==> src/rtl/mem_arbiter.sv <==
// Round-robin arbiter that shares one memory among NUM_REQ requesters. Only one transaction is in flight at a time.
// Best case is accept -> response valid in 3 cycles. It holds every handshake until the far side is ready, and times out to an error response.
module mem_arbiter #(
  parameter int NUM_REQ       = 3,
  parameter int ADDRESS_WIDTH = 32,
  parameter int DATA_WIDTH    = 32,
  parameter int CMD_WIDTH     = 1,
  parameter int TIMEOUT       = 255
) (
  input  logic                               clk,
  input  logic                               reset,
  input  logic [NUM_REQ-1:0]                 i_req_valid,
  input  logic [NUM_REQ*ADDRESS_WIDTH-1:0]   i_req_addr,
  input  logic [NUM_REQ*CMD_WIDTH-1:0]       i_req_cmd,
  input  logic [NUM_REQ*DATA_WIDTH-1:0]      i_req_data,
  output logic [NUM_REQ-1:0]                 o_req_ready,
  input  logic [NUM_REQ-1:0]                 i_req_res_ready,
  output logic [NUM_REQ-1:0]                 o_req_res_valid,
  output logic [DATA_WIDTH-1:0]              o_req_data,
  output logic                               o_req_err,
  output logic                               o_mem_valid,
  output logic [ADDRESS_WIDTH-1:0]           o_mem_addr,
  output logic [CMD_WIDTH-1:0]               o_mem_cmd,
  output logic [DATA_WIDTH-1:0]              o_mem_data,
  input  logic                               i_mem_ready,
  output logic                               o_mem_res_ready,
  input  logic                               i_mem_res_valid,
  input  logic [DATA_WIDTH-1:0]              i_mem_data,
  output logic                               o_busy
);

  localparam int          IW       = (NUM_REQ > 1) ? $clog2(NUM_REQ) : 1;
  localparam logic [7:0]  TMO_LAST = 8'(TIMEOUT - 1);
  localparam bit          TMO_EN   = (TIMEOUT != 0);

  typedef enum logic [1:0] {S_IDLE, S_ISSUE, S_WAIT, S_RESP} state_t;

  state_t                   state_q, state_d;
  logic [IW-1:0]            rr_last_q, rr_last_d;
  logic [IW-1:0]            gnt_q, gnt_d;
  logic [ADDRESS_WIDTH-1:0] addr_q, addr_d;
  logic [CMD_WIDTH-1:0]     cmd_q, cmd_d;
  logic [DATA_WIDTH-1:0]    wdat_q, wdat_d;
  logic [DATA_WIDTH-1:0]    rdat_q, rdat_d;
  logic                     err_q, err_d;
  logic                     stale_q, stale_d;
  logic [7:0]               timer_q, timer_d;

  logic                     win_vld;
  logic [IW-1:0]            win_idx;
  logic [NUM_REQ-1:0]       req_ready;
  logic [NUM_REQ-1:0]       res_valid;
  logic                     mem_valid;
  logic                     mem_res_ready;
  logic [7:0]               timer_inc;

  // Rotating priority: search starts just after the last requester served.
  always_comb begin
    int idx;
    idx     = 0;
    win_vld = 1'b0;
    win_idx = '0;
    for (int k = 1; k <= NUM_REQ; k++) begin
      idx = (int'(rr_last_q) + k) % NUM_REQ;
      if (!win_vld && i_req_valid[idx]) begin
        win_vld = 1'b1;
        win_idx = IW'(idx);
      end
    end
  end

  always_comb begin
    state_d       = state_q;
    rr_last_d     = rr_last_q;
    gnt_d         = gnt_q;
    addr_d        = addr_q;
    cmd_d         = cmd_q;
    wdat_d        = wdat_q;
    rdat_d        = rdat_q;
    err_d         = err_q;
    stale_d       = stale_q;
    timer_d       = timer_q;
    req_ready     = '0;
    res_valid     = '0;
    mem_valid     = 1'b0;
    mem_res_ready = 1'b0;
    timer_inc     = (timer_q == 8'hFF) ? timer_q : timer_q + 8'd1;

    case (state_q)
      S_IDLE: begin
        if (!stale_q && win_vld) begin
          req_ready[win_idx] = 1'b1;
          gnt_d   = win_idx;
          addr_d  = i_req_addr[int'(win_idx)*ADDRESS_WIDTH +: ADDRESS_WIDTH];
          cmd_d   = i_req_cmd[int'(win_idx)*CMD_WIDTH +: CMD_WIDTH];
          wdat_d  = i_req_data[int'(win_idx)*DATA_WIDTH +: DATA_WIDTH];
          state_d = S_ISSUE;
        end
      end
      S_ISSUE: begin
        mem_valid = 1'b1;
        if (i_mem_ready) begin
          timer_d = '0;
          state_d = S_WAIT;
        end
      end
      S_WAIT: begin
        mem_res_ready = 1'b1;
        if (i_mem_res_valid) begin
          rdat_d  = i_mem_data;
          err_d   = 1'b0;
          state_d = S_RESP;
        end else begin
          timer_d = timer_inc;
          // The abandoned response is still owed by memory; mark it for draining.
          if (TMO_EN && timer_q == TMO_LAST) begin
            rdat_d  = '0;
            err_d   = 1'b1;
            stale_d = 1'b1;
            timer_d = '0;
            state_d = S_RESP;
          end
        end
      end
      S_RESP: begin
        res_valid[gnt_q] = 1'b1;
        if (i_req_res_ready[gnt_q]) begin
          rr_last_d = gnt_q;
          state_d   = S_IDLE;
        end
      end
      default: state_d = S_IDLE;
    endcase

    if (stale_q && (state_q == S_IDLE || state_q == S_RESP)) begin
      mem_res_ready = 1'b1;
      if (i_mem_res_valid) begin
        stale_d = 1'b0;
      end else begin
        timer_d = timer_inc;
        if (timer_q == TMO_LAST) stale_d = 1'b0;
      end
    end
  end

  always_ff @(posedge clk or negedge reset) begin
    if (!reset) begin
      state_q   <= S_IDLE;
      rr_last_q <= IW'(NUM_REQ - 1);
      gnt_q     <= '0;
      addr_q    <= '0;
      cmd_q     <= '0;
      wdat_q    <= '0;
      rdat_q    <= '0;
      err_q     <= 1'b0;
      stale_q   <= 1'b0;
      timer_q   <= '0;
    end else begin
      state_q   <= state_d;
      rr_last_q <= rr_last_d;
      gnt_q     <= gnt_d;
      addr_q    <= addr_d;
      cmd_q     <= cmd_d;
      wdat_q    <= wdat_d;
      rdat_q    <= rdat_d;
      err_q     <= err_d;
      stale_q   <= stale_d;
      timer_q   <= timer_d;
    end
  end

  // The grant is combinational from i_req_valid, so it is gated to stay quiet while reset is held.
  assign o_req_ready     = reset ? req_ready : '0;
  assign o_req_res_valid = res_valid;
  assign o_req_data      = rdat_q;
  assign o_req_err       = err_q;
  assign o_mem_valid     = mem_valid;
  assign o_mem_addr      = addr_q;
  assign o_mem_cmd       = cmd_q;
  assign o_mem_data      = wdat_q;
  assign o_mem_res_ready = mem_res_ready;
  assign o_busy          = (state_q != S_IDLE) || stale_q;

endmodule
==> config.mk <==
export PLATFORM = sky130hd
export DESIGN_NAME = mem_arbiter
export DESIGN_NICKNAME = d
export VERILOG_FILES = /design/src/rtl/mem_arbiter.sv
export SDC_FILE = /design/constraint.sdc
export NUM_CORES = 1
export LEC_CHECK = 0
export BUFFER_PORTS_ARGS = -buffer_cell sky130_fd_sc_hd__buf_2
export CELL_PAD_IN_SITES_DETAIL_PLACEMENT = 0
export CELL_PAD_IN_SITES_GLOBAL_PLACEMENT = 1
export CORE_MARGIN = 1.5
export CORE_UTILIZATION = 36
export CTS_BUF_LIST = sky130_fd_sc_hd__clkbuf_4 sky130_fd_sc_hd__clkbuf_8
export CTS_CLUSTER_SIZE = 20
export DETAILED_ROUTE_END_ITERATION = 10
export GPL_ROUTABILITY_DRIVEN = 0
export PLACE_DENSITY = 0.95
export SYNTH_ARGS = -nofsm -noshare
export SYNTH_HDL_FRONTEND = slang
export SYNTH_SLANG_ARGS = --single-unit
==> constraint.sdc <==
create_clock -name clk -period 3.3 [get_ports clk]
set_input_delay 0 -clock clk [delete_from_list [all_inputs] [get_ports clk]]
set_output_delay 0 -clock clk [all_outputs]
set_load 0.05 [all_outputs]
==> results of run 1 <==
state kept, by name, indices dropped and copies added (netlist names):
name and cells:
timer_q 8, state_q 2, o_mem_addr 32, o_mem_cmd 1, stale_q 1, gnt_q 2, o_req_data 32, rr_last_q 2
o_req_err 1, o_mem_data 32
repair_timing:
action,CTS,global route
endpoints found under the hold margin,212,0
hold buffers,165,0
buffers inserted,0,0
routing by layer:
metal / vias up / global-route usage
li1: 3088 / -
met1: 3141 / 0.2909
met2: 304 / 0.4293
met3: 46 / 0.06236
met4: 0 / 0.09662
met5: - / 0
power by group through the flow:
stage	Sequential, mW	Combinational [mW]	Clock, mW
global route	2.46	7.48	1.50
floorplan	4.29	2.73	0
global placement	2.40	5.91	0
finish	2.39	7.04	1.39
detailed placement	2.38	6.04	0
CTS	2.39	6.99	1.43
Yosys cell counts, drive strengths merged, types with 2 or more instances:
cell / number
o41ai: 2
and3: 2
nor2: 9
or2: 2
mux2: 4
mux2i: 66
nand3: 70
a21o: 3
nand2b: 7
clkbuf: 16
nand2: 80
a22o: 35
inv: 16
o211ai: 65
o22ai: 3
ha: 9
dfrtp: 112
o221ai: 3
o31ai: 2
buf: 30
a21oi: 7
and4: 3
o21ai: 10
area by class of cell:
| cell class | instances | area (um2) | share of cell area |
|---|---|---|---|
| repair buffers | 519 | 3503 | 0.3459 |
| well taps | 220 | 275.3 | 0.02718 |
| inverters | 16 | 60.06 | 0.005930 |
| clock inverters | 10 | 133.9 | 0.01322 |
| flip-flops and latches | 113 | 2829 | 0.2793 |
| clock buffers | 21 | 282.8 | 0.02792 |
| multi-input cells | 397 | 3044 | 0.3006 |
cells in the final DEF (no fill, tap or decap), types with 3 or more instances in the layout:
master / instances
ha_1: 9
o22ai_1: 3
nand3_1: 70
buf_4: 8
o21ai_0: 6
mux2i_1: 66
o211ai_1: 15
nand2b_1: 6
dfrtp_1: 112
buf_2: 342
clkbuf_8: 20
nand2_1: 80
o21ai_1: 3
o211ai_2: 50
mux2_2: 3
inv_1: 15
buf_12: 4
nor2_1: 8
clkinv_2: 4
a21o_1: 3
a21oi_1: 7
bufinv_16: 3
a22o_1: 35
dlygate4sd3_1: 165
cell families after synthesis:
kind of cell	Yosys count
flops	113
mux	70
simple gates	177
compound gates	140
buf+inv	62
fa+ha+maj	10
critical path, cell delays in order (launching register included):
cell and delay, ps:
dfstp_2 540, ha_1 320, nor4bb_1 200, or2_1 280, a211oi_4 280, nand2b_4 330, buf_4 300, o211ai_1 190
dlygate4sd3_1 590
how the worst max path moves through the flow:
| stage | start | endpoint | slack [ps] | cells after the start |
|---|---|---|---|---|
| after floorplan | state_q[0] | o_req_ready[0] | 310 | 8 |
| after global placement | rr_last_q[1] | o_req_ready[0] | 780 | 8 |
| after detailed placement | rr_last_q[1] | o_mem_data[4] | 700 | 7 |
| after CTS | rr_last_q[1] | o_mem_data[4] | 170 | 9 |
| after global routing | rr_last_q[1] | o_mem_data[12] | 30 | 8 |
| final | rr_last_q[1] | o_mem_data[8] | 190 | 8 |
metrics by stage:
stage	utilization	area, um2	setup WS [ps]	hold WS (ps)
floorplan	-	6162	307.7	-295.6
global placement	0.4843	8060	781.3	-161.1
detailed placement	0.4843	8060	701.3	-163.6
CTS	0.6086	10130	174.7	168.3
global route	0.6086	10130	27.36	202.2
finish	0.6086	10130	190.1	204.3
==> results.yml, run 1 <==
status:
  status: "complete, no violations"
power_and_ir_drop:
  p_comb_frac: 0.650
  p_int_mw: 5.417
  power.share.clock: 0.128
  peakVddDrop_v: 0.0009352
  switching_power_mw: 5.408
  leakage_nw: 5.334
  pwr-share-seq: 0.221
  switching_share: 0.4996
  finalPower_mw: 10.82
  power_density_mw_per_mm2: 1069
synthesis:
  syn_inst: 572
  synth_compound_area_frac: 0.2207
  synth_nets: 818
  synth_edf_count: 0
  synthAdderAreaFrac: 0.02010
  synth_xor_area_frac: 0
  avgSynthCellArea_um2: 10.77
  synthFlopType: "dfrtp_1"
  ys_seq_area_frac: 0.4591
  synth_top_family_by_area: "compound AO/OA/AOI/OAI gates"
  synth_area_leaders: "dfrtp_1 45%, mux2i_1 11%, o211ai_2 10%"
  ys_ff_latch: 113
  synth.distinct_cells: 50
  yosysTopAreaCellShare: 0.4548
  synthMuxAreaShare: 0.1145
  ys_warn_count: 0
  yosys.area_share.simple: 0.1322
  async_flop_share: 1.000
  syn_area_mm2: 0.006162
  synth.largest_area_cell: "dfrtp_1"
global_routing:
  grt_pass1_vias: 6906
  grt_pass1_wl_mm: 34.53
  grt_max_degree: 110
  grt_use_total: 0.2463
  grt_remaining_overflow: 0
  antenna_found_initial: 0
timing:
  setup_viol: 0
  slew_viol_final: 0
  skew_ps: 10.41
  min_period_ps: 3110
  finalSetupTns_ps: 0
  worst_pin_slew_ps: 784.3
  slew_headroom: 0.4772
  rsz0062_at_grt: "no"
  finalHoldViolations: 0
  fmax_mhz: 321.6
  min_period_over_period: 0.9424
finish:
  area_growth_pct: 64.37
  fill_cells: 1338
  final_cells: 1296
  layout.nets: 1310
  drive_gt1_frac: 0.4201
  diodes: 0
placed_design:
  portBuffers: 343
  hpwlAfterDp_mm: 14.23
  dp.cells: 1100
hold_path:
  min_from: "i_req_res_ready[0]"
  hold_class: "input pin to register"
  min_path_cells: 6
  hold_end: "rr_last_q[0]"
worst_setup_path:
  critPathArrivalTime_ps: 3470
  r2r-start: "rr_last_q[1]"
  r2r-end: "o_mem_data[8]"
  r2r_cells: 8
  crit_type: "register to register"
  critical_path.max_fanout: 26
  r2r_slack_ps: 190
  worstSetupEndpointType: "register"
  startpoint_type: "register"
  cp_data_required_time_ps: 3660
floorplan:
  core_mm2: 0.01664
  dieArea_mm2: 0.01791
  num_rows: 47
  start_util: 0.3703
  fp.dieW_um: 133.8
  io_pins: 344
  die_h_um: 133.8
drt:
  postRouteAntennaNets: 0
  drcViolationCount: 0
  wl_met3_mm: 1.500
  num_vias: 6579
  first_pass_iters: 7
  drtIter0Drc: 285
  top_layer_used: "met4"
  wl_per_cell_um: 17.12
  viasPerCell: 5.076
  wl_met1_mm: 8.822
  wl_mm: 22.19
  wl_met2_mm: 11.14
clock_tree:
  cts_tree: "done"
  cts_num_sinks: 113
  numCtsBuffers: 17
  ctsHtreeMaxLevel: 4
  cts_buffer_depth: 2
  clkTransAtPathRegs_ps: 70
  cts-root-buf: "clkbuf_8"
  cts_resized: 0
  insertion_delay_ps: 430
job:
  cap_violations: 0
(Power assumes the default switching activity.)
==> inputs of run 2 (changes only) <==
--- a/config.mk
+++ b/config.mk
@@ -5,11 +5,12 @@
 export SDC_FILE = /design/constraint.sdc
 export NUM_CORES = 1
 export LEC_CHECK = 0
+export ABC_AREA = 1
 export BUFFER_PORTS_ARGS = -buffer_cell sky130_fd_sc_hd__buf_2
 export CELL_PAD_IN_SITES_DETAIL_PLACEMENT = 0
 export CELL_PAD_IN_SITES_GLOBAL_PLACEMENT = 1
 export CORE_MARGIN = 1.5
-export CORE_UTILIZATION = 36
+export CORE_UTILIZATION = 35
 export CTS_BUF_LIST = sky130_fd_sc_hd__clkbuf_4 sky130_fd_sc_hd__clkbuf_8
 export CTS_CLUSTER_SIZE = 20
 export DETAILED_ROUTE_END_ITERATION = 10
==> run 2 against run 1 <==
Die area up 18%. Area after synthesis up 15%. Highest routed layer unchanged. Non-clock buffer count up 73. First-iteration DRC count up 110%.
==> results.yml, run 2 <==
worst_setup_path:
  cp_common_cell: "nand3_1"
  startpoint_type: "register"
  worstSetupEndpointType: "register"
  critPathSlowestCell: "dlygate4sd3_1"
  crit_type: "register to register"
  max_stage_delay_ps: 570
  critPathArrivalTime_ps: 3490
  crit_family: "buffers and inverters"
  crit_buf_inv: 4
  r2r_cells: 11
  r2r-start: "rr_last_q[0]"
  path_cells: "inv_1 > ha_1 > inv_2 > nand3_1 > nand2_1 > nand4_1 > buf_4 > nand3_1 > nand3_1 > dlygate4sd3_1 > nand3_1"
  r2r_slack_ps: 150
  r2r-end: "o_mem_addr[15]"
  critical_path.max_fanout: 49
  cp_data_required_time_ps: 3650
clock_tree:
  cts_setup_buffers: 0
  ctsHtreeMaxLevel: 4
  cts-root-buf: "clkbuf_8"
  clkTransAtPathRegs_ps: 80
  cts_num_sinks: 113
  insertion_delay_ps: 460
  cts_buffer_depth: 2
  numCtsBuffers: 17
  cts_tree: "done"
timing:
  skew_ps: 11.98
  slew_viol_final: 0
  min_period_ps: 3145
  worst_pin_slew_ps: 670.0
  finalHoldViolations: 0
  rsz0062_at_grt: "no"
  setup_viol: 0
  min_period_over_period: 0.9531
  fmax_mhz: 317.9
  slew_headroom: 0.5533
  fin_ws_ps: 154.7
  finalSetupTns_ps: 0
drt:
  viasPerCell: 5.036
  postRouteAntennaNets: 0
  wl_per_cell_um: 16.33
  wl_mm: 30.26
  drcViolationCount: 0
  first_pass_iters: 5
  drtIter0Drc: 597
  num_vias: 9332
global_routing:
  antenna_found_initial: 2
  grt_pass1_wl_mm: 48.06
  grt_pass1_vias: 9644
  grt_use_total: 0.2839
  grt_max_degree: 114
  grt_remaining_overflow: 0
hold_path:
  hold_class: "input pin to register"
  min_from: "i_mem_res_valid"
  min_path_cells: 3
  hold_end: "o_req_data[6]"
synthesis:
  yosysMostFrequentCell: "nand2_1"
  synth.distinct_cells: 29
  synth_nets: 1277
  yosysTopAreaCellShare: 0.3941
  syn_inst: 1031
  syn_area_mm2: 0.007112
  avgSynthCellArea_um2: 6.898
  ys_ff_latch: 113
  synth_area_leaders: "dfrtp_1 39%, nand3_1 17%, nand2_1 16%"
  synth.largest_area_cell: "dfrtp_1"
  synth_edf_count: 0
  async_flop_share: 1.000
  ys_top_cells_by_count: "300 x nand2_1, 247 x nand3_1, 162 x inv_1"
  ys_seq_area_frac: 0.3978
  ys_warn_count: 0
  synthFlopType: "dfrtp_1"
power_and_ir_drop:
  power.share.clock: 0.122
  power_density_mw_per_mm2: 969.5
  peakVddDrop_v: 0.0007655
  leakage_nw: 6.315
  pwr-share-seq: 0.212
  switching_share: 0.5526
  p_comb_frac: 0.666
  switching_power_mw: 6.301
  p_int_mw: 5.101
floorplan:
  core_mm2: 0.01972
  io_pins: 344
  dieArea_mm2: 0.02118
  start_util: 0.3607
  num_rows: 51
  die_h_um: 145.5
  fp.dieW_um: 145.5
finish:
  fill_cells: 1600
  final_cell_mix: "342 x buf_2, 299 x nand2_1, 247 x nand3_1"
  area_growth_pct: 65.36
  multi_input_area_mm2: 0.003333
  final_common_cell: "buf_2"
  final-seq-area_mm2: 0.002829
  layout.nets: 1819
  drive_gt1_frac: 0.2573
job:
  cap_violations: 0
placed_design:
  hpwlAfterDp_mm: 17.46
  preCtsSetupSlack_ps: 471.0
  portBuffers: 343
status:
  status: "complete, no violations"
==> run 2: cell types whose count changed after synthesis, moves of 12 or more <==
cell and delta:
a21boi_0 +52, a21boi_1 +12, a22o_1 -35, buf_2 +13, inv_1 +147, mux2i_1 -66
nand2_1 +220, nand3_1 +177, o211ai_1 -14, o211ai_2 -50, o21ai_0 +13
==> run 2: routing by layer <==
metal	up-vias	routed length [um]	part of all wire	track usage
li1	4343	-	-	-
met1	4287	11480	0.38	0.3139
met2	592	14650	0.48	0.4986
met3	110	2778	0.092	0.07900
met4	0	1347	0.045	0.1434
met5	-	0	0	0
==> run 2: cells by family (layout without fill, tap and decap cells) <==
kind of cell    count (synthesis)  count (layout)  synth area share
flops                         113             113            0.3978
fa+ha+maj                       9               9           0.01583
compound gates                 98              98           0.09307
other cells                     0               2                 0
simple gates                  574             574            0.3522
buf+inv                       236             791            0.1399
xor+xnor                        1               1          0.001232
==> run 2: repair_timing <==
item | 4_1_cts | 5_1_grt
hold buffers | 231 | 0
endpoints found under the setup margin | 0 | 54
resized for setup | 0 | 6
endpoints found under the hold margin | 211 | 0
==> run 2: power groups by stage <==
stage               logic [mW]  clock network [mW]  registers [mW]
floorplan                 3.00                   0            4.35
global route              8.11                1.49            2.49
finish                    7.59                1.39            2.41
CTS                       7.45                1.42            2.40
global placement          6.60                   0            2.41
detailed placement        6.71                   0            2.40
==> run 2: metrics by stage <==
step | utilization | cell area (um2) | total power [mW] | hold WS [ps] | instances
finish | 0.5964 | 11760 | 11.40 | 126.8 | 1853
global route | 0.5964 | 11760 | 12.09 | 123.2 | 1853
CTS | 0.5950 | 11730 | 11.27 | 87.49 | 1851
detailed placement | 0.4570 | 9011 | 9.114 | 179.5 | 1588
global placement | 0.4570 | 9011 | 9.008 | 180.0 | 1588
floorplan | - | 7112 | 7.356 | -295.6 | 1031
==> run 2: worst reg2reg max path, cell delays in order, from the launching register on <==
cell	delay, ps
dfrtp_1	380
inv_1	50
ha_1	470
inv_2	90
nand3_1	100
nand2_1	110
nand4_1	290
buf_4	560
nand3_1	220
nand3_1	130
dlygate4sd3_1	570
nand3_1	70
==> run 2: worst max-delay path by stage <==
stage                 start              to  slack, ps  cells after the start
2_1_floorplan  rr_last_q[1]  o_req_ready[0]        520                     11
3_3_place_gp   rr_last_q[1]  o_mem_data[15]        550                     13
3_5_place_dp   rr_last_q[1]   o_mem_addr[1]        470                     13
4_1_cts        rr_last_q[1]  o_mem_data[17]         30                     14
5_1_grt        rr_last_q[1]  o_mem_addr[16]         10                     11
6_report       rr_last_q[0]  o_mem_addr[15]        150                     11
==> run 2: cell type report <==
type	count	area share
inverter	167	0.05352
clock buffer	21	0.02351
tap	265	0.02819
antenna	2	0.0004256
clock inverter	11	0.01117
timing repair buffer	592	0.3592
sequential	113	0.2406
multi-input combinational	682	0.2834
==> inputs of run 3 (changes only) <==
--- a/config.mk
+++ b/config.mk
@@ -15,6 +15,7 @@
 export CTS_CLUSTER_SIZE = 20
 export DETAILED_ROUTE_END_ITERATION = 10
 export GPL_ROUTABILITY_DRIVEN = 0
+export HOLD_SLACK_MARGIN = 0.05
 export PLACE_DENSITY = 0.95
 export SYNTH_ARGS = -nofsm -noshare
 export SYNTH_HDL_FRONTEND = slang
==> constraint.sdc (replaced) <==
create_clock -name clk -period 3.75 [get_ports clk]
set_input_delay 0 -clock clk [delete_from_list [all_inputs] [get_ports clk]]
set_output_delay 0 -clock clk [all_outputs]
set_load 0.02 [all_outputs]
==> run 3 against run 2 <==
Clock power down 15%. Count of clock-buffer cells in the layout down 2. Clock skew about the same. Register-to-register slack better by 80 ps. Sequential power down 12%. Setup slack better by 75 ps. Sequential share of layout area up 0.10 points. Sequential cell count unchanged.
==> results.yml, run 3 (synthesis results as in run 2) <==
finish:
  layout.nets: 1819
  fill_cells: 1739
  final_cell_mix: "342 x buf_2, 299 x nand2_1, 247 x nand3_1"
  final_cells: 1853
  stdcell_area_mm2: 0.01171
  drive_gt1_frac: 0.2579
  area_growth_pct: 64.67
  final_common_cell: "buf_2"
timing:
  setup_viol: 0
  finalSetupTns_ps: 0
  finalHoldViolations: 0
  fin_ws_ps: 229.8
  worst_pin_slew_ps: 712.0
  rsz0062_at_grt: "no"
  slew_headroom: 0.5253
  min_period_over_period: 0.9387
  skew_ps: 11.93
  fmax_mhz: 284.1
  min_period_ps: 3520
  slew_viol_final: 0
floorplan:
  dieArea_mm2: 0.02118
  io_pins: 344
  num_rows: 51
  start_util: 0.3607
  fp.dieW_um: 145.5
  die_h_um: 145.5
  core_mm2: 0.01972
drt:
  drcViolationCount: 0
  wl_mm: 29.18
  wl_per_cell_um: 15.75
  num_vias: 9058
  first_pass_iters: 6
  viasPerCell: 4.888
  postRouteAntennaNets: 0
  drtIter0Drc: 463
worst_setup_path:
  worstSetupEndpointType: "register"
  cp_data_required_time_ps: 4080
  startpoint_type: "register"
  crit_type: "register to register"
  critical_path.max_fanout: 65
  critPathArrivalTime_ps: 3850
hold_path:
  hold_class: "input pin to async pin"
placed_design:
  preCtsSetupSlack_ps: 1052
  post_dp_cell_area_mm2: 0.008946
  dp.cells: 1586
  hpwlAfterDp_mm: 17.18
  portBuffers: 343
power_and_ir_drop:
  pwr-share-seq: 0.230
  power_density_mw_per_mm2: 787.1
  peakVddDrop_v: 0.0004731
  p_comb_frac: 0.642
  power.share.clock: 0.128
  switching_power_mw: 4.347
  leakage_nw: 6.323
  switching_share: 0.4716
  p_int_mw: 4.871
  finalPower_mw: 9.218
clock_tree:
  clkTransAtPathRegs_ps: 80
  cts-root-buf: "clkbuf_8"
  insertion_delay_ps: 440
  ctsHtreeMaxLevel: 4
  cts_num_sinks: 113
  numCtsBuffers: 17
  cts_buffer_depth: 2
  cts_tree: "done"
global_routing:
  grt_pass1_wl_mm: 46.53
  grt_remaining_overflow: 0
  grt_pass1_vias: 9215
  grt_max_degree: 66
  grt_use_total: 0.2725
  antenna_found_initial: 1
job:
  cap_violations: 0
status:
  status: "complete, no violations"
-- run 3: changes by cell type in the layout (fill, tap and decap cells not counted), sizes merged --
cell,change
inv,-1
clkinvlp,+2
clkinv,+1
nand2,+1
clkbuf,-2
dlygate4sd3,-1
-- run 3: timing repair --
item                                    in CTS  in global routing
gates resized for setup                      0                 10
hold buffers                               230                  0
endpoints found under the hold margin      136                  0
setup buffers                                0                  2
endpoints found under the setup margin       0                 36
-- run 3: layout make-up --
class / instances / area (um2) / share of cell area
repair buffers: 591 / 4180 / 0.3569
multi-input cells: 683 / 3344 / 0.2856
flip-flops and latches: 113 / 2829 / 0.2416
inverters: 167 / 626.9 / 0.05353
well taps: 265 / 331.6 / 0.02831
clock buffers: 19 / 255.2 / 0.02179
clock inverters: 13 / 138.9 / 0.01186
diodes: 2 / 5.005 / 0.0004274
-- run 3: metrics by stage --
stage	utilization	hold WS [ps]
6_report	0.5939	81.91
5_1_grt	0.5938	104.8
4_1_cts	0.5905	80.48
3_5_place_dp	0.4537	24.56
3_3_place_gp	0.4537	21.24
2_1_floorplan	-	-295.6
-- run 3: critical path, cell delays in order (launching register included) --
cell and delay (ps):
dfstp_2 550, ha_1 340, inv_2 130, nand2_1 50, nand3_1 70, nand2_2 80
nand3_1 80, nand2_1 60, inv_2 180, buf_12 310, nand3_1 160, nand3_1 120
dlygate4sd3_1 560, nand3_1 70, dlygate4sd3_1 570
-- run 3: worst paths after layout --
kind                                   to            start  slack (ps)  cells past startpoint
setup / recovery            o_mem_addr[9]     rr_last_q[1]         230                     14
setup reg to reg            o_mem_addr[9]     rr_last_q[1]         230                     14
min in group clk           o_req_data[11]  i_mem_res_valid         140                      3
max in group asynchronous  o_mem_data[20]            reset        2720                      3
hold reg to reg            o_req_data[16]   o_req_data[16]         470                      2
hold / removal                   gnt_q[1]            reset          80                      2
-- run 3: routing by layer --
metal  track usage  share of wire
met1        0.3158           0.39
met2        0.4831           0.49
met3       0.07116          0.085
met4       0.09847          0.030
met5             0              0
-- run 3: power by group through the flow --
stage	Sequential, mW	Combinational (mW)	Clock (mW)
6_report	2.12	5.92	1.18
5_1_grt	2.18	6.46	1.26
4_1_cts	2.11	5.72	1.20
3_5_place_dp	2.11	4.56	0
3_3_place_gp	2.11	4.49	0
2_1_floorplan	2.71	2.56	0
